==> src/rtl/seq_tx_1011_if.sv <==
// Request/stream bundle for the 1011-preamble serial transmitter.
// master: the side that requests frames and watches the serial stream.
// slave:  the transmitter itself.
interface seq_tx_1011_if #(
    parameter int DATA_W = 8
);
    logic              start;
    logic [DATA_W-1:0] data_in;
    logic              ready;
    logic              out_bit;
    logic              out_valid;
    logic              frame_done;

    modport master (
        output start,
        output data_in,
        input  ready,
        input  out_bit,
        input  out_valid,
        input  frame_done
    );

    modport slave (
        input  start,
        input  data_in,
        output ready,
        output out_bit,
        output out_valid,
        output frame_done
    );
endinterface

==> src/rtl/seq_tx_1011.sv <==
// Serial frame transmitter: preamble 1,0,1,1 followed by a DATA_W-bit
// payload sent MSB first, then GAP idle cycles before the next request can
// be taken. The payload is sent verbatim, so a downstream 1011 detector
// sees the preamble plus any 1011 patterns that occur inside the data.
// Optional feature: define SEQ_TX_PARITY_EN to append one even-parity bit
// (XOR of the payload bits) after the payload.
module seq_tx_1011 #(
    parameter int DATA_W = 8,
    parameter int GAP    = 2
) (
    input  logic          clk,
    input  logic          reset,
    seq_tx_1011_if.slave  bus
);

    // The counter has to hold the largest per-state reload value.
    localparam int CNT_MAX = (DATA_W > 4) ? ((DATA_W > GAP) ? DATA_W : GAP)
                                          : ((GAP > 4) ? GAP : 4);
    localparam int CNT_W   = $clog2(CNT_MAX);
    localparam int FR_W    = 3 + DATA_W;

    localparam logic [CNT_W-1:0] PRE_LAST = CNT_W'(3);
    localparam logic [CNT_W-1:0] PAY_LAST = CNT_W'(DATA_W - 1);
    localparam logic [CNT_W-1:0] GAP_LAST = CNT_W'(GAP - 1);
    localparam logic [CNT_W-1:0] CNT_ONE  = CNT_W'(1);

    // State names describe the bit currently presented on out_bit.
    typedef enum logic [2:0] {
        ST_IDLE,
        ST_PREAMBLE,
        ST_PAYLOAD,
`ifdef SEQ_TX_PARITY_EN
        ST_PARITY,
`endif
        ST_GAP
    } state_t;

    state_t            state;
    logic [CNT_W-1:0]  cnt;
    logic [FR_W-1:0]   frame_sr;
    logic              out_bit_r;
    logic              out_valid_r;
    logic              frame_done_r;
`ifdef SEQ_TX_PARITY_EN
    logic              parity;
`endif

    assign bus.ready      = (state == ST_IDLE);
    assign bus.out_bit    = out_bit_r;
    assign bus.out_valid  = out_valid_r;
    assign bus.frame_done = frame_done_r;

    // Frame sequencer: the outputs are loaded together with the state that
    // describes them, so every output is a plain register.
    always_ff @(posedge clk) begin
        if (reset) begin
            state        <= ST_IDLE;
            cnt          <= '0;
            frame_sr     <= '0;
            out_bit_r    <= 1'b0;
            out_valid_r  <= 1'b0;
            frame_done_r <= 1'b0;
`ifdef SEQ_TX_PARITY_EN
            parity       <= 1'b0;
`endif
        end else begin
            case (state)
                ST_IDLE: begin
                    out_bit_r    <= 1'b0;
                    out_valid_r  <= 1'b0;
                    frame_done_r <= 1'b0;
                    if (bus.start) begin
                        state       <= ST_PREAMBLE;
                        cnt         <= PRE_LAST;
                        out_bit_r   <= 1'b1;
                        out_valid_r <= 1'b1;
                        frame_sr    <= {3'b011, bus.data_in};
`ifdef SEQ_TX_PARITY_EN
                        parity      <= ^bus.data_in;
`endif
                    end
                end

                ST_PREAMBLE: begin
                    out_bit_r   <= frame_sr[FR_W-1];
                    out_valid_r <= 1'b1;
                    frame_sr    <= frame_sr << 1;
                    if (cnt != '0) begin
                        cnt          <= cnt - CNT_ONE;
                        frame_done_r <= 1'b0;
                    end else begin
                        state        <= ST_PAYLOAD;
                        cnt          <= PAY_LAST;
`ifdef SEQ_TX_PARITY_EN
                        frame_done_r <= 1'b0;
`else
                        frame_done_r <= (DATA_W == 1);
`endif
                    end
                end

                ST_PAYLOAD: begin
                    if (cnt != '0) begin
                        cnt          <= cnt - CNT_ONE;
                        out_bit_r    <= frame_sr[FR_W-1];
                        out_valid_r  <= 1'b1;
                        frame_sr     <= frame_sr << 1;
`ifdef SEQ_TX_PARITY_EN
                        frame_done_r <= 1'b0;
`else
                        frame_done_r <= (cnt == CNT_ONE);
`endif
                    end else begin
`ifdef SEQ_TX_PARITY_EN
                        state        <= ST_PARITY;
                        out_bit_r    <= parity;
                        out_valid_r  <= 1'b1;
                        frame_done_r <= 1'b1;
`else
                        state        <= ST_GAP;
                        cnt          <= GAP_LAST;
                        out_bit_r    <= 1'b0;
                        out_valid_r  <= 1'b0;
                        frame_done_r <= 1'b0;
`endif
                    end
                end

`ifdef SEQ_TX_PARITY_EN
                ST_PARITY: begin
                    state        <= ST_GAP;
                    cnt          <= GAP_LAST;
                    out_bit_r    <= 1'b0;
                    out_valid_r  <= 1'b0;
                    frame_done_r <= 1'b0;
                end
`endif

                ST_GAP: begin
                    out_bit_r    <= 1'b0;
                    out_valid_r  <= 1'b0;
                    frame_done_r <= 1'b0;
                    if (cnt != '0) begin
                        cnt <= cnt - CNT_ONE;
                    end else begin
                        state <= ST_IDLE;
                    end
                end

                default: begin
                    state        <= ST_IDLE;
                    cnt          <= '0;
                    out_bit_r    <= 1'b0;
                    out_valid_r  <= 1'b0;
                    frame_done_r <= 1'b0;
                end
            endcase
        end
    end

endmodule

==> src/flat_wrapper.sv <==
// flat-port wrapper written by rule: the top's interface ports become plain ports
module seq_tx_1011_flat 
#(
    parameter int DATA_W = 8,
    parameter int GAP    = 2
)
  (clk, reset, bus_start, bus_data_in, bus_ready, bus_out_bit, bus_out_valid, bus_frame_done);
  seq_tx_1011_if #(.DATA_W(DATA_W)) bus_i ();
  input  logic clk;
  input  logic reset;
  input wire logic [$bits(bus_i.start)-1:0] bus_start;
  input wire logic [$bits(bus_i.data_in)-1:0] bus_data_in;
  output wire logic [$bits(bus_i.ready)-1:0] bus_ready;
  output wire logic [$bits(bus_i.out_bit)-1:0] bus_out_bit;
  output wire logic [$bits(bus_i.out_valid)-1:0] bus_out_valid;
  output wire logic [$bits(bus_i.frame_done)-1:0] bus_frame_done;
  assign bus_i.start = bus_start;
  assign bus_i.data_in = bus_data_in;
  assign bus_ready = bus_i.ready;
  assign bus_out_bit = bus_i.out_bit;
  assign bus_out_valid = bus_i.out_valid;
  assign bus_frame_done = bus_i.frame_done;
  seq_tx_1011 #(.DATA_W(DATA_W), .GAP(GAP)) u_core (.clk(clk), .reset(reset), .bus(bus_i));
endmodule
==> config.mk <==
export PLATFORM = sky130hd
export DESIGN_NAME = seq_tx_1011_flat
export DESIGN_NICKNAME = d
export VERILOG_FILES = /design/src/rtl/seq_tx_1011_if.sv /design/src/rtl/seq_tx_1011.sv /design/src/flat_wrapper.sv
export SDC_FILE = /design/constraint.sdc
export NUM_CORES = 1
export LEC_CHECK = 0
export ABC_AREA = 1
export BUFFER_PORTS_ARGS = -buffer_cell sky130_fd_sc_hd__buf_2
export CELL_PAD_IN_SITES_DETAIL_PLACEMENT = 1
export CELL_PAD_IN_SITES_GLOBAL_PLACEMENT = 2
export CORE_MARGIN = 2
export CORE_UTILIZATION = 28
export CTS_CLUSTER_SIZE = 20
export DETAILED_ROUTE_END_ITERATION = 8
export PLACE_DENSITY = 0.77
export SLEW_MARGIN = 20
export SYNTH_ARGS = -nofsm -noshare
export SYNTH_HDL_FRONTEND = slang
export SYNTH_SLANG_ARGS = --single-unit
==> constraint.sdc <==
create_clock -name clk -period 1.44 [get_ports clk]
set_input_delay 0.216 -clock clk [delete_from_list [all_inputs] [get_ports clk]]
set_output_delay 0.216 -clock clk [all_outputs]
set_load 0.005 [all_outputs]
* Word level (Yosys, flattened, before mapping) *
Index checks and enable logic that the tools add are counted.

word-level totals
  flip-flop bits (word level) = 20
  bits of input ports = 11
  output and inout port bits = 4
  word-level logic and storage cells = 44

operators by class
  add/subtract/negate cells = 1
  equal/unequal tests = 10
  muxes and demuxes = 18
  bitwise operators = 2
  reductions and logical operators = 7

operators with widths
  cell                 number
  $pmux 11 s3          1
  $mux 3               8
  $pmux 3 s4           2
  $mux 11              2
  $ne 2x2->1 const B   4
  $eq 3x1->1 const B   2
  $eq 3x2->1 const B   2
  $pmux 1 s3           2
  $reduce_bool 3->1    2
  $ne 2x1->1 const B   2
  $reduce_and 4->1     1
  $logic_not 3->1      1
  $mux 1               3
  $reduce_and 3->1     1
  $reduce_or 3->1      1
  $sub 3x1->3 const B  1
  $not 1->1            2
  $reduce_and 2->1     1

* Depth between registers and ports, before layout *
Gate-level depths: netlist of run 1.

  depth in word-level cells = 3
  mapped depth = 9
  depth with buffers taken out = 9

* Worst setup path before layout of run 1 *
No wires, ideal clock.

  path type = register -> register
  start = register u_core.state[0]
  end = register u_core.frame_sr[2]
  setup time = 0.070 ns
  arrival = 1.349 ns
  required time = 1.370 ns
  slack = 0.021 ns
  stages on the path, launching flop included = 8
  path buffers = 2
  clock period less this slack = 1.419 ns
  cell sequence = dfxtp_1 > inv_1 > ha_1 > buf_2 > buf_2 > o21ai_0 > nand4_1 > a21oi_1

between the ends
  word-level cells in the longest chain between the ends = 3
  elaborated cells between the ends (all ways) = 8
  classes of those cells = eq/ne (4); mux (1); reduce/logical (3)

RTL lines
  element                                                    line                RTL
  start: declaration                                         seq_tx_1011.sv:38   state_t state;
  start signal: assignment                                   seq_tx_1011.sv:57   state <= ST_IDLE;
  start signal: assignment                                   seq_tx_1011.sv:73   state <= ST_PREAMBLE;
  start signal: assignment                                   seq_tx_1011.sv:92   state <= ST_PAYLOAD;
  $eq 3x2->1, or another cell as far along                   seq_tx_1011.sv:67   case (state)
  $ne 2x1->1 (no source line), or another cell as far along  -
  $reduce_and 3->1 (no source line)                          -
  end signal: assignment                                     seq_tx_1011.sv:77   frame_sr <= {3'b011, bus.data_in};
  end signal: assignment                                     seq_tx_1011.sv:87   frame_sr <= frame_sr << 1;
  end signal: assignment                                     seq_tx_1011.sv:107  frame_sr <= frame_sr << 1;
  end: declaration                                           seq_tx_1011.sv:40   logic [FR_W-1:0] frame_sr;

Parallel ways exist; a longest one is shown, timed or not.
A chain may end at the register's enable or synchronous reset.

* Worst setup path after layout of run 1 *
  start = register u_core.state[1]
  end = output bus_ready

between the ends
  word-level cells in the longest chain between the ends = 1

RTL lines
  element           line                RTL
  $logic_not 3->1   seq_tx_1011.sv:48   assign bus.ready = (state == ST_IDLE);
  end: declaration  flat_wrapper.sv:13  output wire logic [$bits(bus_i.ready)-1:0] bus_ready;

No other way between the ends.

==> reports/metrics.cfg, run 1 <==
[cells_and_area]
seq_area_um2 = 387
n_fill_cell = 470
diodes = 0
fin_area_um2 = 1450
synthToLayoutAreaGrowth_pct = 33.0
multi_input_comb_area_um2 = 674
fin_util = 0.393
nets = 204
drive_above_1_share = 0.319
fin_cells = 233

[critical_path]
r2r.worst_path.cells = 8
start_kind = flip-flop
path_buf_inv = 3
cp.arrival_ns = 1.18
crit_cells = 4
slowest_stage = dfxtp_4
critPathKind = flip-flop to output pin
end_kind = output pin
crit_chain = inv_2 > ha_4 > buf_4 > buf_2
crit_family = flip-flops
max_stage_delay_ns = 0.39
crit_required_ns = 1.22
crit_path_max_fanout = 4

[synthesis]
synth.distinct_cells = 20
postSynthCellCount = 158
synthTopCellsByArea = dfxtp_1, nand2_1, ha_1
async_flop_share = 0
synth_edf_count = 0
syn-cell-area_um2 = 1090
yosysTopAreaCell = dfxtp_1
synth_top_area_share = 0.349
synthFlopType = dfxtp_1
yosysWarnings = 0
postSynthAreaPerCell_um2 = 6.90
ys_seq_elements = 19
seq_area_frac_synth = 0.349
syn_nets = 176

[cts]
root_buffer = clkbuf_8
cts_max_level = 1
clk_pin_slew_ns = 0.08
worstSkewPairLatency_ns = 0.26
cts_hold_buf = 0
numCtsBuffers = 3
cts_tree = yes
clock-sinks = 19
clockBufferDepth = 2

[run]
drv_cap = 0

[placed_design]
dp_hpwl_um = 2050
placed_cells = 226
portBuffers = 14
finalWeightedCongestion = 0.716
placed_area_um2 = 1280

[global_route]
antenna_found_initial = 0
grt_pass1_vias = 999
grt_max_degree = 15
grt_overflow = 0
grtUsageTotal = 0.138
grt_pass1_wl_um = 4600

[route]
dr.pass1.iters = 4
ant_nets = 0
drt-vias-per-instance = 4.60
via_count = 1071
drt_iter0_drc = 49
wl_um = 2970
drc = 0
wl_per_cell_um = 12.8

[die]
die_y_um = 66.4
die_area_um2 = 4410
initial_core_util = 0.295
num_rows = 22
chipWidth_um = 66.4
core_region_area_um2 = 3690
ios = 15

[power]
seqPwrFrac = 0.239
p_int_mw = 1.98
p_comb_frac = 0.652
power_mw = 3.63
p_switching_mw = 1.65
clkPwrFrac = 0.109
powerDensity_nw_per_um2 = 2500
ir_drop_v = 0.000780
leakagePower_nw = 0.681
sw_frac_of_total = 0.456

[timing]
relSlewSlack = 0.851
fin_crit_sh = 0.972
fin_skew_ns = 0.00769
setup_viol = 0
hold_violations = 0
fin_crit_ns = 1.40
finalMaxSlewViolations = 0
tns_ns = 0
fmaxAchievable_ghz = 0.714
max_slew.worst_pin.slew_ns = 0.222

[outcome]
status = complete, no violations

[worst_hold_path]
holdPathStages = 2
hold_class = input pin to flip-flop

-- Yosys cell counts (2+ instances only) --
library cell  number
nor2_1            12
inv_1             23
dfxtp_1           19
nand4_1            8
ha_1               7
o21ai_0            9
inv_2              3
buf_2              3
nand2_1           40
nand3_1            8
nand2_4            2
nand2_2            2
a21oi_1           15
-- power groups by stage --
stage	clock network [mW]	registers, mW	logic [mW]
after floorplan	0	0.836	1.39
after detailed placement	0	0.850	1.98
final	0.396	0.868	2.36
after CTS	0.410	0.845	2.02
after global placement	0	0.839	1.93
after global routing	0.436	0.891	2.62
-- registers in the layout, indices dropped and copies added, names as in the netlist --
name                   flops
u_core.bus.frame_done      1
u_core.bus.out_bit         1
u_core.bus.out_valid       1
u_core.cnt                 3
u_core.frame_sr           11
u_core.state               2
-- metal layers --
metal	GRT usage	part of all wire	routed length (µm)
met2	0.223	0.47	1380
met4	0.0459	0.0077	23
met3	0.0256	0.018	54
met1	0.185	0.51	1510
met5	0	0	0
-- worst reg2reg max path, stage by stage, from the launching register on --
cell and delay (ns):
dfxtp_2 0.35, buf_4 0.14, ha_2 0.21, inv_2 0.07
nand2_2 0.08, o21ai_4 0.19, nand2_1 0.10, nand2_1 0.09
a21oi_2 0.06
-- path summary, 6_finish.rpt --
path	slack (ns)	from	endpoint
hold / removal	0.24	reset	u_core.frame_sr[1]
setup / recovery	0.04	u_core.state[1]	bus_ready
hold reg to reg	0.47	u_core.frame_sr[9]	u_core.frame_sr[9]
setup reg to reg	0.06	u_core.state[0]	u_core.state[1]
-- stage by stage --
| step | worst slack, ns | hold slack (ns) |
|---|---|---|
| CTS | 0.0128 | 0.247 |
| floorplan | 0.0210 | 0.285 |
| finish | 0.0402 | 0.244 |
| global route | -0.0245 | 0.260 |
| detailed placement | -0.0683 | 0.458 |
| global placement | -0.0146 | 0.452 |
-- kinds of logic (layout without fill, tap and decap cells) --
kind of cell / Yosys count / in the layout / share of synthesized area
AOI/OAI and AO/OA: 25 / 25 / 0.115
xor gates and xnor gates: 1 / 1 / 0.00804
and+or+nand+nor: 74 / 75 / 0.320
muxes: 1 / 1 / 0.0103
buffers and inverters: 31 / 57 / 0.117
adders and majority gates: 7 / 7 / 0.0804
DFF: 19 / 19 / 0.349
-- placed cells by master, fill, tap and decap left out, types with 3 or more instances in the layout --
| cell | Yosys | layout |
|---|---|---|
| nand2_1 | 40 | 38 |
| inv_1 | 23 | 20 |
| dfxtp_1 | 19 | 16 |
| buf_2 | 3 | 14 |
| a21oi_1 | 15 | 12 |
| nor2_1 | 12 | 11 |
| buf_4 | 0 | 11 |
| nand4_1 | 8 | 8 |
| nand3_1 | 8 | 8 |
| o21ai_0 | 9 | 7 |
| inv_2 | 3 | 6 |
| nand2_2 | 2 | 3 |
| nand2_4 | 2 | 3 |
| a21oi_2 | 0 | 3 |
| ha_4 | 0 | 3 |
| ha_1 | 7 | 3 |
| clkbuf_8 | 0 | 3 |
-- what timing repair did --
item                                    in CTS  in global routing
pin swaps                                    0                  2
cloned                                       0                  1
resized for setup                            5                 22
setup buffers                                0                  2
endpoints found under the setup margin      15                 17
-- final cells by class --
| cell class | count | area share |
|---|---|---|
| inverters | 26 | 0.0674 |
| clock inverters | 1 | 0.00345 |
| well taps | 48 | 0.0415 |
| multi-input cells | 109 | 0.465 |
| repair buffers | 27 | 0.127 |
| flip-flops and latches | 19 | 0.267 |
| clock buffers | 3 | 0.0285 |
(Power assumes the default switching activity.)
==> inputs of run 2 (changes only) <==
- PLACE_DENSITY: 0.77 -> 0.74
==> run 2 against run 1 <==
First-iteration DRC count fell by 14%. Die area stayed put. Core utilization fell by 1.4 points. Maximum frequency is 0.35% higher. Count of clock-buffer cells in the layout rose by 1. Sequential share of layout area increased by 0.65 points. Cell count rose by 0.86%. Register-to-register slack got worse by 0.02 ns. Setup slack better by 0.0048 ns. Critical path type is now flip-flop to flip-flop. Critical endpoint is now u_core.state[0]. Largest power group unchanged.
==> reports/metrics.cfg, run 2 (same netlist as run 1, synthesis figures left out) <==
[cts]
clk_pin_slew_ns = 0.08  ; about the same
cts_tree = yes
root_buffer = clkbuf_8
numCtsBuffers = 3  ; unchanged
clock-sinks = 19  ; unchanged
clockBufferDepth = 2  ; unchanged
worstSkewPairLatency_ns = 0.25  ; about the same
cts_max_level = 1  ; unchanged

[cells_and_area]
diodes = 0  ; unchanged
synthToLayoutAreaGrowth_pct = 28.1
fin_area_um2 = 1400  ; -3.6%
largest_reg_flops = 11  ; unchanged
fin_cells = 235  ; +0.86%
largest_registers = u_core.frame_sr (11), u_core.cnt (3), u_core.state (2)
n_fill_cell = 486  ; +3.4%
nets = 206  ; +0.98%
final_common_cell = nand2_1
largest_register = u_core.frame_sr
layout_common_cells = nand2_1, inv_1, dfxtp_1
drive_above_1_share = 0.289  ; -0.0301

[global_route]
grt.busiest_layer = met2
grt_pass1_vias = 1130  ; +13%
grt_pass1_wl_um = 5090  ; +10%
grt_max_degree = 15  ; unchanged
use_met3 = 0.0204  ; -0.00511
grt_util_met2 = 0.263  ; +0.0400
grt_overflow = 0  ; unchanged
antenna_found_initial = 0  ; unchanged
use_met1 = 0.186  ; +0.00103
grtUsageTotal = 0.149  ; +0.0106

[die]
die_y_um = 66.4  ; unchanged
num_rows = 22  ; unchanged
chipWidth_um = 66.4  ; unchanged
die_area_um2 = 4410  ; unchanged
ios = 15  ; unchanged
initial_core_util = 0.295  ; unchanged
core_region_area_um2 = 3690  ; unchanged

[timing]
finalMaxSlewViolations = 0  ; unchanged
max_slew.worst_pin.slew_ns = 0.201  ; -0.0204 ns
fin_crit_sh = 0.969  ; -0.00334
tns_ns = 0  ; unchanged
rsz0062_at_grt = yes
fin_crit_ns = 1.40  ; -0.00482 ns
fin_skew_ns = 0.00327  ; -0.00442 ns
relSlewSlack = 0.866  ; +0.0151
fmaxAchievable_ghz = 0.717  ; +0.35%
hold_violations = 0  ; unchanged
setup_viol = 0  ; unchanged
fin_ws_ns = 0.0450  ; +0.00482 ns

[route]
drc = 0  ; unchanged
wl_per_cell_um = 12.5  ; -2.4%
via_count = 1079  ; +0.75%
dr.pass1.iters = 4  ; unchanged
drt_iter0_drc = 42  ; -14%
wl_um = 2930  ; -1.5%
ant_nets = 0  ; unchanged
drt-vias-per-instance = 4.59  ; -0.11%

[critical_path]
critPathKind = flip-flop to flip-flop
path_buf_inv = 2  ; -1
cp.arrival_ns = 1.54  ; +0.36 ns
end_kind = flip-flop
crit_family = flip-flops
crit_required_ns = 1.59  ; +0.37 ns
crit_chain = buf_4 > ha_2 > inv_1 > nand2_2 > o21ai_2 > nand3_1 > nand2_1 > nor2_1
start_kind = flip-flop
max_stage_delay_ns = 0.32  ; -0.07 ns
crit_cells = 8  ; +4
r2r.worst_path.cells = 8  ; unchanged
slowest_stage = dfxtp_2
crit_path_max_fanout = 4  ; unchanged

[placed_design]
dp_hpwl_um = 2280  ; +11%
finalWeightedCongestion = 0.860  ; +20%
placed_area_um2 = 1300  ; +1.4%
placed_cells = 230  ; +1.8%
place_ws_ns = -0.0763  ; -0.00802 ns
portBuffers = 14  ; unchanged

[outcome]
status = complete, no violations

[power]
power_mw = 3.43  ; -5.5%
powerDensity_nw_per_um2 = 2460  ; -1.9%
ir_drop_v = 0.000729  ; -6.5%
leakagePower_nw = 0.671  ; -1.4%

[worst_hold_path]
hold_class = input pin to flip-flop
holdPathStages = 3  ; +1

[run]
drv_cap = 0  ; unchanged

==> run 2: cell count changes in the layout (fill, tap and decap cells not counted), moves of 2 or more <==
cell     previous run  this run
a21oi_1            12        14
ha_2                1         4
a21oi_2             3         1
dfxtp_1            16        18
inv_1              20        22
inv_2               6         3
buf_4              11        15
ha_4                3         1
==> run 2: per-stage QoR <==
stage	hold slack (ns)	util
after CTS	0.243	0.368
after detailed placement	0.457	0.353
final	0.254	0.379
after global routing	0.257	0.379
after floorplan	0.285	-
after global placement	0.449	0.353
==> run 2: final timing paths <==
kind / from / to / slack [ns]
worst max register to register: u_core.state[0] / u_core.state[0] / 0.04
worst max-delay path: u_core.state[0] / u_core.state[0] / 0.04
worst min register to register: u_core.frame_sr[2] / u_core.frame_sr[2] / 0.47
worst min-delay path: bus_start / u_core.bus.out_bit / 0.25
==> run 2: final cells by class <==
cell class / instances / area [µm²] / share of cell area
well taps: 48 / 60.1 / 0.0430
clock buffers: 4 / 45.0 / 0.0323
multi-input cells: 109 / 627 / 0.449
repair buffers: 29 / 183 / 0.131
inverters: 26 / 100 / 0.0717
flip-flops and latches: 19 / 382 / 0.273
==> run 2: repair_timing <==
item	in CTS	in global routing
hold buffers	0	0
cloned	0	1
setup endpoints to repair	5	18
setup buffers	0	0
pin swaps	0	4
resized for setup	3	13
==> run 2: where the power goes <==
part	internal, mW	leakage, nW	switching, mW
registers	0.737	0.157	0.0942
clock network	0.197	0.0228	0.187
logic	0.953	0.492	1.26
==> run 2: layer usage <==
layer	vias up	share of wire
met3	2	0.019
li1	562	-
met1	508	0.47
met2	7	0.51
met5	-	0
met4	0	0.0058
==> run 2: tightest hold or removal path, stage by stage <==
cell and delay, ns:
buf_2 0.10, nand2_1 0.08, a21oi_1 0.06
==> inputs of run 3 (changes only) <==
- CTS_BUF_LIST: unset -> sky130_fd_sc_hd__clkbuf_16
==> run 3 against run 2 <==
Largest cell class unchanged. Design area rose by 5.1%. Highest routed layer unchanged. Critical endpoint is now u_core.state[1]. Via count up 2.4%. Cell count is the same. Clock power rose by 53%.
==> reports/metrics.cfg, run 3 (same netlist as run 1, synthesis figures left out) <==
[timing]
max_slew.worst_pin.slew_ns = 0.193  ; -0.00854 ns
finalMaxSlewViolations = 0  ; unchanged
setup_viol = 0  ; unchanged
fmaxAchievable_ghz = 0.728  ; +1.6%
fin_crit_ns = 1.37  ; -0.0216 ns
fin_skew_ns = 0.00281  ; -0.000458 ns
fin_ws_ns = 0.0666  ; +0.0216 ns
relSlewSlack = 0.871  ; +0.00571
hold_violations = 0  ; unchanged
fin_crit_sh = 0.954  ; -0.0150
rsz0062_at_grt = yes

[die]
ios = 15  ; unchanged
core_region_area_um2 = 3690  ; unchanged
num_rows = 22  ; unchanged
initial_core_util = 0.295  ; unchanged
die_area_um2 = 4410  ; unchanged
chipWidth_um = 66.4  ; unchanged
die_y_um = 66.4  ; unchanged

[cells_and_area]
layout_common_cells = nand2_1, inv_1, dfxtp_1
synthToLayoutAreaGrowth_pct = 34.7
final_common_cell = nand2_1
fin_area_um2 = 1470  ; +5.1%
drive_above_1_share = 0.294  ; +0.00535
nets = 206  ; unchanged
largest_register = u_core.frame_sr
n_fill_cell = 477  ; -1.9%
diodes = 0  ; unchanged
largest_registers = u_core.frame_sr (11), u_core.cnt (3), u_core.state (2)
fin_cells = 235  ; unchanged
largest_reg_flops = 11  ; unchanged
fin_util = 0.398  ; +0.0193

[route]
ant_nets = 0  ; unchanged
drt_iter0_drc = 40  ; -4.8%
dr.pass1.iters = 4  ; unchanged
via_count = 1105  ; +2.4%
wl_um = 3160  ; +7.8%
wl_per_cell_um = 13.4  ; +7.8%
drc = 0  ; unchanged
drt-vias-per-instance = 4.70  ; +2.4%

[power]
p_switching_mw = 1.66  ; +7.4%
p_int_mw = 2.11  ; +12%
clkPwrFrac = 0.156  ; +0.044
seqPwrFrac = 0.221  ; -0.021
p_comb_frac = 0.623  ; -0.023
sw_frac_of_total = 0.441  ; -0.00961
power_mw = 3.76  ; +9.7%
leakagePower_nw = 0.695  ; +3.5%
ir_drop_v = 0.000761  ; +4.4%
powerDensity_nw_per_um2 = 2560  ; +4.4%

[placed_design]
place_ws_ns = -0.0763  ; unchanged
dp_hpwl_um = 2280  ; unchanged
portBuffers = 14  ; unchanged
placed_cells = 230  ; unchanged
placed_area_um2 = 1300  ; unchanged
finalWeightedCongestion = 0.860  ; unchanged

[cts]
worstSkewPairLatency_ns = 0.25  ; about the same
numCtsBuffers = 3  ; unchanged
clk_pin_slew_ns = 0.06  ; -0.02 ns
cts_tree = yes
cts_hold_buf = 0  ; unchanged
root_buffer = clkbuf_16
clock-sinks = 19  ; unchanged
cts_max_level = 1  ; unchanged
clockBufferDepth = 2  ; unchanged

[global_route]
grtUsageTotal = 0.153  ; +0.00390
grt_pass1_vias = 1130  ; unchanged
antenna_found_initial = 0  ; unchanged
grt_max_degree = 15  ; unchanged
grt_overflow = 0  ; unchanged
grt_pass1_wl_um = 5160  ; +1.5%

[critical_path]
slowest_stage = dfxtp_1
critPathKind = flip-flop to flip-flop
cp.arrival_ns = 1.56  ; +0.02 ns
end_kind = flip-flop
crit_chain = buf_4 > ha_4 > inv_2 > nand2_1 > o21ai_4 > nand3_1 > a21oi_2
max_stage_delay_ns = 0.31  ; about the same
crit_path_max_fanout = 4  ; unchanged
start_kind = flip-flop
crit_required_ns = 1.63  ; +0.04 ns

[outcome]
status = complete, no violations

[run]
drv_cap = 0  ; unchanged

[worst_hold_path]
hold_class = input pin to flip-flop

run 3: cell types whose count changed in the layout (fill, tap and decap cells not counted), sizes merged:
cell / before / now
clkbuf: 4 / 3
inv: 26 / 27
run 3: metrics by stage:
step                setup TNS (ns)  hold slack, ns
global route               -0.0668           0.273
floorplan                        0           0.285
global placement            -0.114           0.449
detailed placement          -0.140           0.457
finish                           0           0.253
CTS                              0           0.258
run 3: path summary, 6_finish.rpt:
kind | start | endpoint | slack, ns | cells past startpoint
max | u_core.state[1] | u_core.state[1] | 0.07 | 7
min | bus_start | u_core.bus.out_bit | 0.25 | 3
max reg2reg | u_core.state[1] | u_core.state[1] | 0.07 | 7
min reg2reg | u_core.frame_sr[2] | u_core.frame_sr[2] | 0.47 | 2
run 3: what timing repair did:
action                                  in CTS  in global routing
pin swaps                                    2                  1
cloned                                       0                  1
resized for setup                            6                 14
endpoints found under the setup margin       5                 19
buffers inserted                             0                  0
run 3: worst max-delay path: cells and delay by family (launching register included):
family / cells / cell delay, ns
adders and majority gates: 1 / 0.18
AOI/OAI and AO/OA: 2 / 0.34
DFF: 1 / 0.31
buffers and inverters: 2 / 0.25
and+or+nand+nor: 2 / 0.23
run 3: final cells by class:
cell class | count | area [µm²] | share of cell area
multi-input cells | 109 | 668 | 0.455
flip-flops and latches | 19 | 380 | 0.259
well taps | 48 | 60.1 | 0.0409
repair buffers | 29 | 183 | 0.124
clock inverters | 1 | 3.75 | 0.00256
clock buffers | 3 | 75.1 | 0.0512
inverters | 26 | 97.6 | 0.0665
run 3: power groups by stage:
stage          clock network, mW  registers [mW]  logic, mW
2_1_floorplan                  0           0.836       1.39
3_3_place_gp                   0           0.833       1.99
3_5_place_dp                   0           0.842       2.05
4_1_cts                    0.598           0.831       2.14
5_1_grt                    0.617           0.860       2.62
6_report                   0.587           0.833       2.34
run 3: routing by layer:
metal | GRT usage | vias up | part of all wire
met5 | 0 | - | 0
met4 | 0.0485 | 0 | 0.012
met3 | 0.0307 | 4 | 0.020
met2 | 0.266 | 11 | 0.51
met1 | 0.187 | 529 | 0.46
li1 | - | 561 | -
